==> src/rtl/uart_pkg.sv <==
// uart_pkg: constants shared by the UART transmitter and receiver.
//   - FSM state encodings (3-bit, plain localparams so legacy code can reuse them)
//   - Default bit timing: 115200 baud at 217 system clocks per bit
package uart_pkg;

    localparam logic [2:0] IDLE       = 3'd0;
    localparam logic [2:0] START      = 3'd1;
    localparam logic [2:0] DATA       = 3'd2;
    localparam logic [2:0] STOP       = 3'd3;
    localparam logic [2:0] BREAK_WAIT = 3'd4;

    localparam int BAUD_RATE          = 115200;
    localparam int CLOCK_PER_BIT      = 217;
    localparam int HALF_CLOCK_PER_BIT = 108;

    // Width of the bit-period counter; bit timing counts must stay below 2**CNT_W.
    localparam int CNT_W = 12;

endpackage

==> src/rtl/sync_2ff.sv <==
// sync_2ff: two-flop synchroniser for an asynchronous single-bit input.
// Ports:
//   clock   - destination clock domain
//   reset_n - asynchronous active-low reset; both flops load reset_value
//   d       - asynchronous input
//   q       - synchronised output (two clocks of latency)
module sync_2ff #(
    parameter logic reset_value = 1'b1
) (
    input  logic clock,
    input  logic reset_n,
    input  logic d,
    output logic q
);

    logic meta;

    always_ff @(posedge clock or negedge reset_n) begin
        if (!reset_n) begin
            meta <= reset_value;
            q    <= reset_value;
        end else begin
            meta <= d;
            q    <= meta;
        end
    end

endmodule

==> src/rtl/receiver.sv <==
// receiver: UART receive stage, 8N1, LSB first.
// Synchronises rx, qualifies the start bit at its midpoint, samples eight data
// bits at mid-bit, checks the stop bit and hands each byte to the consumer
// through a valid/ack holding register.
// Ports:
//   clock         - system clock, all logic on posedge
//   reset_n       - asynchronous active-low reset
//   rx            - serial line, idle high, asynchronous to clock
//   data          - last delivered byte, stable while data_valid=1
//   data_valid    - set on delivery, cleared by data_ack
//   data_ack      - consumer read strobe
//   busy          - high whenever a frame is being received or a break is pending
//   framing_error - one-cycle pulse when the stop bit samples low
//   overrun       - one-cycle pulse when a byte arrives while the previous one is unread
module receiver
    import uart_pkg::*;
#(
    parameter int baud_rate          = BAUD_RATE,
    parameter int clock_per_bit      = CLOCK_PER_BIT,
    parameter int half_clock_per_bit = HALF_CLOCK_PER_BIT
) (
    input  logic       clock,
    input  logic       reset_n,
    input  logic       rx,
    output logic [7:0] data,
    output logic       data_valid,
    input  logic       data_ack,
    output logic       busy,
    output logic       framing_error,
    output logic       overrun
);

    // Timing parameters that cannot be represented by the counter, or a
    // nonsensical baud rate, leave the receiver permanently idle rather than
    // producing garbage frames.
    localparam bit PARAMS_OK = (baud_rate > 0) &&
                               (clock_per_bit < (1 << CNT_W)) &&
                               (half_clock_per_bit > 0) &&
                               (half_clock_per_bit < clock_per_bit);

    localparam logic [CNT_W-1:0] CNT_BIT_LAST  = CNT_W'(clock_per_bit - 1);
    localparam logic [CNT_W-1:0] CNT_HALF_LAST = CNT_W'(half_clock_per_bit - 1);

    logic             rx_sync;
    logic [2:0]       state;
    logic [CNT_W-1:0] cnt;
    logic [2:0]       idx;
    logic [7:0]       shift;

    logic stop_sample;
    logic deliver;
    logic frame_bad;

    sync_2ff #(
        .reset_value(1'b1)
    ) u_rx_sync (
        .clock  (clock),
        .reset_n(reset_n),
        .d      (rx),
        .q      (rx_sync)
    );

    assign busy        = (state != IDLE);
    assign stop_sample = (state == STOP) && (cnt == CNT_BIT_LAST);
    assign deliver     = stop_sample &&  rx_sync;
    assign frame_bad   = stop_sample && !rx_sync;

    // Frame FSM. The counter is cleared on every state change so each state
    // measures its own interval from entry.
    always_ff @(posedge clock or negedge reset_n) begin
        if (!reset_n) begin
            state <= IDLE;
            cnt   <= '0;
            idx   <= '0;
            shift <= '0;
        end else begin
            case (state)
                IDLE: begin
                    cnt <= '0;
                    if (!rx_sync && PARAMS_OK) begin
                        state <= START;
                    end
                end

                START: begin
                    if (cnt == CNT_HALF_LAST) begin
                        cnt <= '0;
                        if (!rx_sync) begin
                            state <= DATA;
                            idx   <= '0;
                        end else begin
                            // Line went high again before mid start bit: a glitch.
                            state <= IDLE;
                        end
                    end else begin
                        cnt <= cnt + 1'b1;
                    end
                end

                DATA: begin
                    if (cnt == CNT_BIT_LAST) begin
                        cnt        <= '0;
                        shift[idx] <= rx_sync;
                        if (idx == 3'd7) begin
                            state <= STOP;
                        end else begin
                            idx <= idx + 1'b1;
                        end
                    end else begin
                        cnt <= cnt + 1'b1;
                    end
                end

                STOP: begin
                    if (stop_sample) begin
                        cnt   <= '0;
                        state <= rx_sync ? IDLE : BREAK_WAIT;
                    end else begin
                        cnt <= cnt + 1'b1;
                    end
                end

                BREAK_WAIT: begin
                    // A held-low line must go high before another start bit
                    // can be recognised.
                    cnt <= '0;
                    if (rx_sync) begin
                        state <= IDLE;
                    end
                end

                default: begin
                    state <= IDLE;
                    cnt   <= '0;
                end
            endcase
        end
    end

    // Consumer-side holding register. An ack on the delivery edge frees the
    // slot in time for the new byte, so no overrun is raised in that case.
    always_ff @(posedge clock or negedge reset_n) begin
        if (!reset_n) begin
            data          <= '0;
            data_valid    <= 1'b0;
            framing_error <= 1'b0;
            overrun       <= 1'b0;
        end else begin
            framing_error <= frame_bad;
            overrun       <= deliver && data_valid && !data_ack;
            if (deliver && (!data_valid || data_ack)) begin
                data       <= shift;
                data_valid <= 1'b1;
            end else if (data_ack) begin
                data_valid <= 1'b0;
            end
        end
    end

endmodule

==> config.mk <==
export PLATFORM = sky130hd
export DESIGN_NAME = receiver
export DESIGN_NICKNAME = d
export VERILOG_FILES = /design/src/rtl/uart_pkg.sv /design/src/rtl/sync_2ff.sv /design/src/rtl/receiver.sv
export SDC_FILE = /design/constraint.sdc
export NUM_CORES = 1
export LEC_CHECK = 0
export CAP_MARGIN = 20
export CORE_ASPECT_RATIO = 1.5
export CORE_MARGIN = 4
export CORE_UTILIZATION = 50
export CTS_CLUSTER_SIZE = 25
export DETAILED_ROUTE_END_ITERATION = 12
export HOLD_SLACK_MARGIN = 0.06
export PLACE_DENSITY = 0.73
export SYNTH_ARGS = -nofsm -noshare
export SYNTH_HDL_FRONTEND = slang
export SYNTH_SLANG_ARGS = --single-unit
export TNS_END_PERCENT = 5
==> constraint.sdc <==
create_clock -name clock -period 2.55 [get_ports clock]
set_input_delay 0.51 -clock clock [delete_from_list [all_inputs] [get_ports clock]]
set_output_delay 0.51 -clock clock [all_outputs]
set_load 0.05 [all_outputs]
==> run summary <==
Initial core utilization -> 52.0%
RD Place Congestion -> 0.877
Met3 usage -> 4.20%
Die area -> 0.00486 mm²
Nets -> 196
CP startpoint kind -> flop
Core Area -> 0.00365 mm²
Critical Path RT -> 2720 ps
Ant diodes -> 0
Average cell area after synthesis -> 11.0 µm²
Yosys warns -> 0
Die height -> 83.4 µm
Critical path's slowest cell -> or4b_1
Sequential share of the synthesized area -> 51.6%
VDD IR max -> 0.000380 V
# rows -> 27
Fin area -> 0.00219 mm²
H-tree levels -> 2
Slew Viols, Final -> 0
Netlist cell types -> 38
Number of flops mapped to enable cells by yosys -> 0
First-pass GRT wire length -> 6.76 mm
Clk root buf -> clkbuf_8
Clk sinks -> 39
Pin count of the biggest net entering global routing -> 40
Final setup fails -> 0
Drt drc -> 0
Comb pwr share -> 1.6%
RSZ-0062 raised after global routing -> false
DR vias -> 1,366
GRT Overall Usage -> 18.0%
Asr flop ratio synth -> 100%
Cell count after synthesis -> 173
Sw Share -> 20.4%
Crit path cell chain -> or4b_1, or4_4, nor4_4, buf_4, mux2_2
Vias in the first global route -> 1,443
First-pass DRT Iterations -> 4
DR vias/cell -> 5.89
Initial antenna violation count -> 0
Final ANT Viol Nets -> 0
Most frequent cells in the layout -> 37 x dfrtp_1, 17 x mux2_2, 14 x clkdlybuf4s50_1
Grt met2 use -> 31.3%
Layout cells sized above 1 -> 20.1%
Clock slew at reported path FFs -> 70 ps
CTS Buf Count -> 5
Worst slew margin -> 43.6%
Commonest non-fill, non-tap cell in the layout -> dfrtp_1
Final WL -> 3.89 mm
PortBufs -> 15
Crit path largest cell delay -> 560 ps
Top FF cell, synth -> dfrtp_1
Status -> finished clean
Clock Power Share -> 44.2%
Element type at the critical path end -> flop
Clk Latency, worst-skew pair -> 290 ps
Net count after synthesis -> 181
Crit path kind -> reg2reg
Fmax -> 0.424 GHz
Mean routed wirelength per cell -> 16.8 µm
Total of max-cap violations -> 0
IO Pins -> 16
Internal power -> 0.000917 W
P_leak -> 0.944 nW
CP delay by family, top -> simple AND/OR/NAND/NOR gates
Sequential Power Share -> 54.3%
Area grow syn2layout -> 15.7%
Setup tns final -> 0 ps
Hold Crit Class -> in2async
Placed inst area -> 0.00208 mm²
WP buf/inv -> 1
Clock skew -> 4.28 ps
Initial DRC Count -> 45
Cell area power density -> 525 mW/mm²
Total power -> 0.00115 W
CP max FO -> 8
Post-CTS Hold Buffers -> 0
#FFs+latches synth -> 39
Most used routing layer -> met2
Fin crit period -> 2360 ps
DP HPWL -> 2.80 mm
Grt total ovfl -> 0
Crit share post-route -> 92.4%
Synthesized area -> 0.00190 mm²
Switching power -> 0.000234 W
CTS tree -> yes
Max Root-Sink Buffers -> 2
Crit path DAT -> 2530 ps
Final hold vios -> 0
Met1 Usage GRT -> 19.4%
Worst-Margin Slew -> 845 ps
FILL cells -> 302
Die X-Extent -> 58.3 µm
state kept, by name, indices dropped and copies added (netlist names):
name and cells:
overrun 1, cnt 12, framing_error 1, idx 3, shift 8, data 8, u_rx_sync.meta 1, state 3
data_valid 1, u_rx_sync.q 1
logic make-up after synthesis:
kind of cell               Yosys count  synth area share [%]
DFF                                 39                  51.6
and+or+nand+nor                     72                  22.2
adders and majority gates            4                  2.64
AOI/OAI and AO/OA                   13                  5.15
muxes                               17                  10.1
xor gates and xnor gates            10                  4.62
buffers and inverters               18                  3.70
power groups by stage:
stage | Sequential [W] | Combinational (W) | Clock, W
final | 0.000625 | 0.0000180 | 0.000509
after global routing | 0.000625 | 0.0000211 | 0.000544
after CTS | 0.000625 | 0.0000190 | 0.000518
after detailed placement | 0.000637 | 0.0000191 | 0
after global placement | 0.000637 | 0.0000185 | 0
after floorplan | 0.000634 | 0.00000455 | 0
routing by layer:
layer | up-vias | share of wire, % | wire length [µm]
met1 | 683 | 38 | 1490
li1 | 643 | - | -
met5 | - | 0 | 0
met4 | 0 | 3.6 | 141
met2 | 27 | 55 | 2140
met3 | 13 | 3.0 | 116
worst reg2reg max path, delay by kind of cell (launching register included):
family | cells | cell delay [ps]
flip-flops | 1 | 420
buffers and inverters | 1 | 210
multiplexers | 1 | 360
AND/OR/NAND/NOR | 3 | 1250
final timing paths:
path                                      from          end  slack (ps)  depth (start not counted)
worst max-delay path                    cnt[8]      data[2]         190                          5
worst min-delay path                   reset_n     state[1]         320                          1
worst max register to register          cnt[8]      data[2]         190                          5
worst min register to register  u_rx_sync.meta  u_rx_sync.q         360                          0
max in group asynchronous              reset_n       cnt[5]        1700                          1
min in group clock              u_rx_sync.meta  u_rx_sync.q         360                          0
synth_stat cells (5+ instances only):
library cell  instances  share of area [%]
nor2_1               12                2.4
nor3_1               13                3.4
clkbuf_1              8                1.6
dfrtp_1              37                 49
inv_1                 8                1.6
nand3_1               5                1.3
nand4b_1              5                2.3
mux2_2               17                 10
xnor2_1               8                3.7
nand2_1              10                2.0
nand4_1               6                2.0
area by class of cell:
type	count	area, µm²	share of cell area [%]
flip-flops and latches	39	978	44.6
multi-input cells	116	851	38.8
inverters	8	30.0	1.37
repair buffers	18	168	7.64
well taps	43	53.8	2.45
clock buffers	5	68.8	3.14
clock inverters	3	43.8	2.00
per-stage QoR:
stage	hold WS (ps)	worst slack, ps	instances	utilization, %
final	324	194	232	60.1
after global routing	366	42.0	232	60.1
after CTS	346	97.0	232	60.0
after detailed placement	349	101	224	56.9
after global placement	346	198	224	56.9
after floorplan	214	74.2	173	-
repair_timing:
| action | CTS | global route |
|---|---|---|
| endpoints found under the setup margin | 0 | 1 |
| hold endpoints to repair | 0 | 0 |
| resized for setup | 0 | 1 |
| buffers inserted | 0 | 0 |
Power figures use the tool's default switching activity.
==> patch 1 (same flow settings) <==
The package constant `CNT_W` goes from 12 to 11.
--- a/src/rtl/uart_pkg.sv
+++ b/src/rtl/uart_pkg.sv
@@ -15,5 +15,5 @@
 
     // Width of the bit-period counter; bit timing counts must stay below 2**CNT_W.
-    localparam int CNT_W = 12;
+    localparam int CNT_W = 11;
 
 endpackage
Formal check against the unedited RTL: same outputs for any inputs over 10 cycles, from zero or initial values and one cycle with reset_n low; that may be too few to reach the edited logic, so the function may still have changed.
==> patch 1 against the unedited design <==
  * Setup slack better by 49 ps
  * Highest routed layer unchanged
  * Routed wire length is 10% lower
  * Power is 1.7% lower
  * Global-route usage is 0.91 points lower
  * Final area is 3.1% lower
  * Area after synthesis is 3.8% lower
  * Sequential cell count is 1 lower
  * Sequential share of layout area is 0.24 points higher
  * Die area is 3.4% lower
==> patch 1: results (changes against the unedited design) <==
stage,metric,value,unit,change
outcome,run status,finished clean,,unchanged
synth,leading post-synthesis cells by instance count,"36 x dfrtp_1, 27 x nor2_1, 13 x nand2_1, 8 x mux2_4, 7 x inv_1",,"was 37 x dfrtp_1, 17 x mux2_2, 13 x nor3_1, 12 x nor2_1, 10 x nand2_1"
synth,synth top area cells,"dfrtp_1 49%, mux2_4 6.6%, nor2_1 5.6%",,"was dfrtp_1 49%, mux2_2 10%, xnor2_1 3.7%"
placed_design,Final HPWL DP,2533,um,was 2799 um
worst_setup_path,setup slack of the most critical reg-to-reg path,250,ps,was 190 ps
drt,starting DRC count in detailed routing,51,,was 45
worst_setup_path,FF-to-FF End,idx[0],,was data[2]
pwr,internal power consumption,900.2,uW,was 916.9 uW
drt,wire length on met3,101,um,was 116 um
drt,per-cell via count in the routed design,5.579,,was 5.888
drt,Routed WL per cell,15.82,um,was 16.78 um
global_route,grt met3 use,4.245,%,was 4.199%
finish,nets,186,,was 196
global_route,number of global-route vias before repair,1377,,"was 1,443"
pwr,worst ir drop on vdd,0.3881,mV,was 0.3804 mV
synth,total number of yosys warnings,0,,unchanged
worst_setup_path,cell count of the worst reg-to-reg path,6,,was 5
pwr,Comb power,16.3,uW,was 18.0 uW
placed_design,global placement routability congestion,0.8480,,was 0.8767
finish,Top Registers,"cnt x11, data x8, shift x8",,"was cnt x12, data x8, shift x8"
synth,distinct cell type count after synthesis,37,,was 38
global_route,wire length of the first global-routing pass,6154,um,was 6755 um
sta,Rel. slew slack,44.74,%,was 43.64%
worst_setup_path,Max Fanout on Critical Path,8,,unchanged
sta,Worst Clk Skew,8.254,ps,was 4.282 ps
placed_design,worst setup slack after placement,289.1,ps,was 101.2 ps
pwr,static leakage power,0.9932,nW,was 0.9441 nW
worst_setup_path,slowest library cell on the worst path,clkdlybuf4s50_1,,was or4b_1
worst_setup_path,FF-to-FF Start,idx[0],,was cnt[8]
sta,minimum setup slack in the final design,243.1,ps,was 194.2 ps
global_route,GRT Resource Usage Total,17.11,%,was 18.02%
worst_setup_path,cell type group with the largest total delay on the critical path,buffers and inverters,,was simple AND/OR/NAND/NOR gates
synth,net count after synthesis,166,,was 181
synth,share of the yosys chip area belonging to registers,52.30,%,was 51.62%
drt,Met1 Wirelength,1383,um,was 1490 um
global_route,largest net degree at the start of global routing,39,,was 40
finish,Fill cells,288,,was 302
global_route,global-route track usage on met1,17.17,%,was 19.38%
worst_setup_path,Max stage delay on crit path,800,ps,was 560 ps
worst_setup_path,worst setup path endpoint,busy,,was data[2]
drt,wire length on met2,1931,um,was 2143 um
global_route,routing usage on met2,32.04,%,was 31.33%
clocking,Clock Latency Late Sink,300,ps,
worst_setup_path,data arrival time of the critical path,1800,ps,was 2530 ps
finish,layout cells sized above 1,20.11,%,about the same
==> patch 1: changes by cell type after synthesis, moves of 5 or more <==
cell / before / now
nand4b_1: 5 / 0
nor2_1: 12 / 27
clkbuf_1: 8 / 2
nor3_1: 13 / 3
mux2_2: 17 / 6
mux2_4: 0 / 8
==> patch 1: final cells by class <==
type                       count  share of cell area (%)
tap                           42                   2.472
clock inverter                 3                   2.119
timing repair buffer          17                   7.534
clock buffer                   5                   3.237
sequential                    38                   44.85
multi-input combinational    109                   38.55
inverter                       7                   1.236
==> patch 1: logic make-up after synthesis <==
| kind of cell | after synthesis | synth area share, % |
|---|---|---|
| AOI/OAI and AO/OA | 5 | 2.402 |
| xor gates and xnor gates | 9 | 4.324 |
| adders and majority gates | 4 | 2.745 |
| buffers and inverters | 11 | 2.745 |
| DFF | 38 | 52.30 |
| muxes | 20 | 14.69 |
| and+or+nand+nor | 71 | 20.80 |
==> patch 1: through the flow <==
step	hold slack [ps]	instance area, um2	util [%]	instances	power [mW]
4_1_cts	332.3	2126	61.65	221	1.147
5_1_grt	360.8	2126	61.65	221	1.179
3_3_place_gp	345.6	2012	58.35	213	0.6366
3_5_place_dp	348.4	2012	58.35	213	0.6376
2_1_floorplan	214.4	1823	-	158	0.6211
6_report	311.6	2126	61.65	221	1.131
==> patch 1: worst min path at each step <==
stage | cells after the start | endpoint | startpoint | slack (ps)
after global routing | 0 | u_rx_sync.q | u_rx_sync.meta | 360
after CTS | 1 | shift[6] | reset_n | 330
final | 1 | shift[6] | reset_n | 310
after floorplan | 0 | cnt[0] | reset_n | 210
after global placement | 0 | u_rx_sync.q | u_rx_sync.meta | 350
after detailed placement | 0 | u_rx_sync.q | u_rx_sync.meta | 350
==> patch 2 (config.mk and constraints unchanged) <==
Made on the original files. Make the reset (`reset_n`) synchronous in 3 clocked blocks. Comments in the files are not updated.
--- a/src/rtl/sync_2ff.sv
+++ b/src/rtl/sync_2ff.sv
@@ -16,5 +16,5 @@
     logic meta;
 
-    always_ff @(posedge clock or negedge reset_n) begin
+    always_ff @(posedge clock) begin
         if (!reset_n) begin
             meta <= reset_value;
--- a/src/rtl/receiver.sv
+++ b/src/rtl/receiver.sv
@@ -68,5 +68,5 @@
     // Frame FSM. The counter is cleared on every state change so each state
     // measures its own interval from entry.
-    always_ff @(posedge clock or negedge reset_n) begin
+    always_ff @(posedge clock) begin
         if (!reset_n) begin
             state <= IDLE;
@@ -140,5 +140,5 @@
     // Consumer-side holding register. An ack on the delivery edge frees the
     // slot in time for the new byte, so no overrun is raised in that case.
-    always_ff @(posedge clock or negedge reset_n) begin
+    always_ff @(posedge clock) begin
         if (!reset_n) begin
             data          <= '0;
Formal check against the unedited RTL: differs if reset_n is asserted again (counterexample within 4 cycles, from zero or initial values and one cycle with reset_n low); with reset_n held inactive, the same outputs for 10 cycles.
==> patch 2 against the unedited design <==
  * Setup slack improved by 60 ps
  * Final area decreased by 6.3%
  * Sequential cell count unchanged
  * Critical path depth decreased by 3
  * Count of clock-buffer cells in the layout unchanged
  * Area after synthesis decreased by 6.3%
  * Critical path type is now reg2out
  * Routed wire length decreased by 9.6%
Power is not compared: it rests on default switching activity, and its combinational part moved more than twofold at a synthesized area within 25%.
==> patch 2: results (changes against the unedited design) <==
stage,metric,value,unit,change
synth,post-synthesis area per instance,8.922,um2,was 10.96 um2
finish,register area,780.7,um2,was 978.4 um2
outcome,run status,finished clean,,unchanged
synth,leading post-synthesis cells by instance count,"39 x dfxtp_1, 34 x nor2_1, 18 x mux2i_1, 15 x nand2_1, 10 x clkbuf_1",,"was 37 x dfrtp_1, 17 x mux2_2, 13 x nor3_1, 12 x nor2_1, 10 x nand2_1"
finish,"count of placed standard cells in the final layout, fillers left out",258,,was 232
synth,share of the yosys chip area belonging to registers,43.97,%,was 51.62%
finish,Fill cells,328,,was 302
synth,fraction of the mapped netlist area in compound gates,4.863,%,was 5.149%
finish,fraction of area in multi-input gates,45.68,%,was 38.79%
synth,fraction of synthesized cell area in xor and xnor cells,4.933,%,was 4.620%
placed_design,worst setup slack after placement,555.1,ps,was 101.2 ps
worst_setup_path,Max Fanout on Critical Path,11,,was 8
min_path,Hold Path Class,reg2reg,,was in2async
synth,most used flip-flop cell after synthesis,dfxtp_1,,was dfrtp_1
finish,nets,223,,was 196
global_route,grt met3 use,4.610,%,was 4.199%
sta,Rel. slew slack,58.43,%,was 43.64%
placed_design,Final HPWL DP,2619,um,was 2799 um
finish,layout cells sized above 1,8.796,%,was 20.11%
worst_setup_path,launch point of the worst path,state[0],,was cnt[8]
sta,minimum hold slack,417.3,ps,was 324.2 ps
worst_setup_path,FF-to-FF End,data[6],,was data[2]
global_route,GRT Resource Usage Total,17.50,%,was 18.02%
global_route,routing usage on met2,32.18,%,was 31.33%
finish,count of multi-input gates,145,,was 116
drt,top sig layer,met4,,unchanged
worst_setup_path,setup slack of the most critical reg-to-reg path,550,ps,was 190 ps
finish,nonclk buf count,19,,was 18
finish,core occupancy in the finished layout,60.15,%,was 60.12%
drt,final WL,3520,um,was 3893 um
finish,invs w/o clock,5,,was 8
worst_setup_path,FF-to-FF Start,cnt[2],,was cnt[8]
global_route,wire length of the first global-routing pass,6306,um,was 6755 um
sta,Worst Clk Skew,7.120,ps,was 4.282 ps
drt,Met1 Wirelength,1413,um,was 1490 um
finish,"Clock buffers and inverters, area share",4.080,%,was 5.134%
drt,starting DRC count in detailed routing,38,,was 45
drt,vias,1426,,"was 1,366"
drt,wire length on met2,1900,um,was 2143 um
synth,synth top area cells,"dfxtp_1 44%, mux2i_1 10%, nor2_1 7.2%",,"was dfrtp_1 49%, mux2_2 10%, xnor2_1 3.7%"
global_route,largest net degree at the start of global routing,18,,was 40
synth,share of synthesized area spent on multiplexers,10.15,%,was 10.10%
[patch 2: changes by cell type in the layout (fill, tap and decap cells not counted), sizes merged, moves of 5 or more]
cell   delta
dfxtp    +39
mux2i    +18
mux2     -17
and3      +6
nor3      -7
dfrtp    -37
nand2     +5
nor2     +22
[patch 2: kinds of logic after synthesis]
logic type      after synthesis
flops                        39
simple gates                100
mux                          18
compound gates               13
fa+ha+maj                     4
buf+inv                      15
xor+xnor                     10
[patch 2: power groups by stage]
| stage | combinational [mW] | clock (mW) | sequential, mW |
|---|---|---|---|
| after floorplan | 0.0392 | 0 | 0.628 |
| after global placement | 0.0480 | 0 | 0.635 |
| after detailed placement | 0.0489 | 0 | 0.636 |
| after CTS | 0.0492 | 0.406 | 0.621 |
| after global routing | 0.0543 | 0.438 | 0.623 |
| final | 0.0490 | 0.393 | 0.622 |
[patch 2: worst max-delay path, stage by stage (launching register included)]
cell and delay (ps):
dfxtp_1 410, or3_1 380, clkdlybuf4s50_1 710
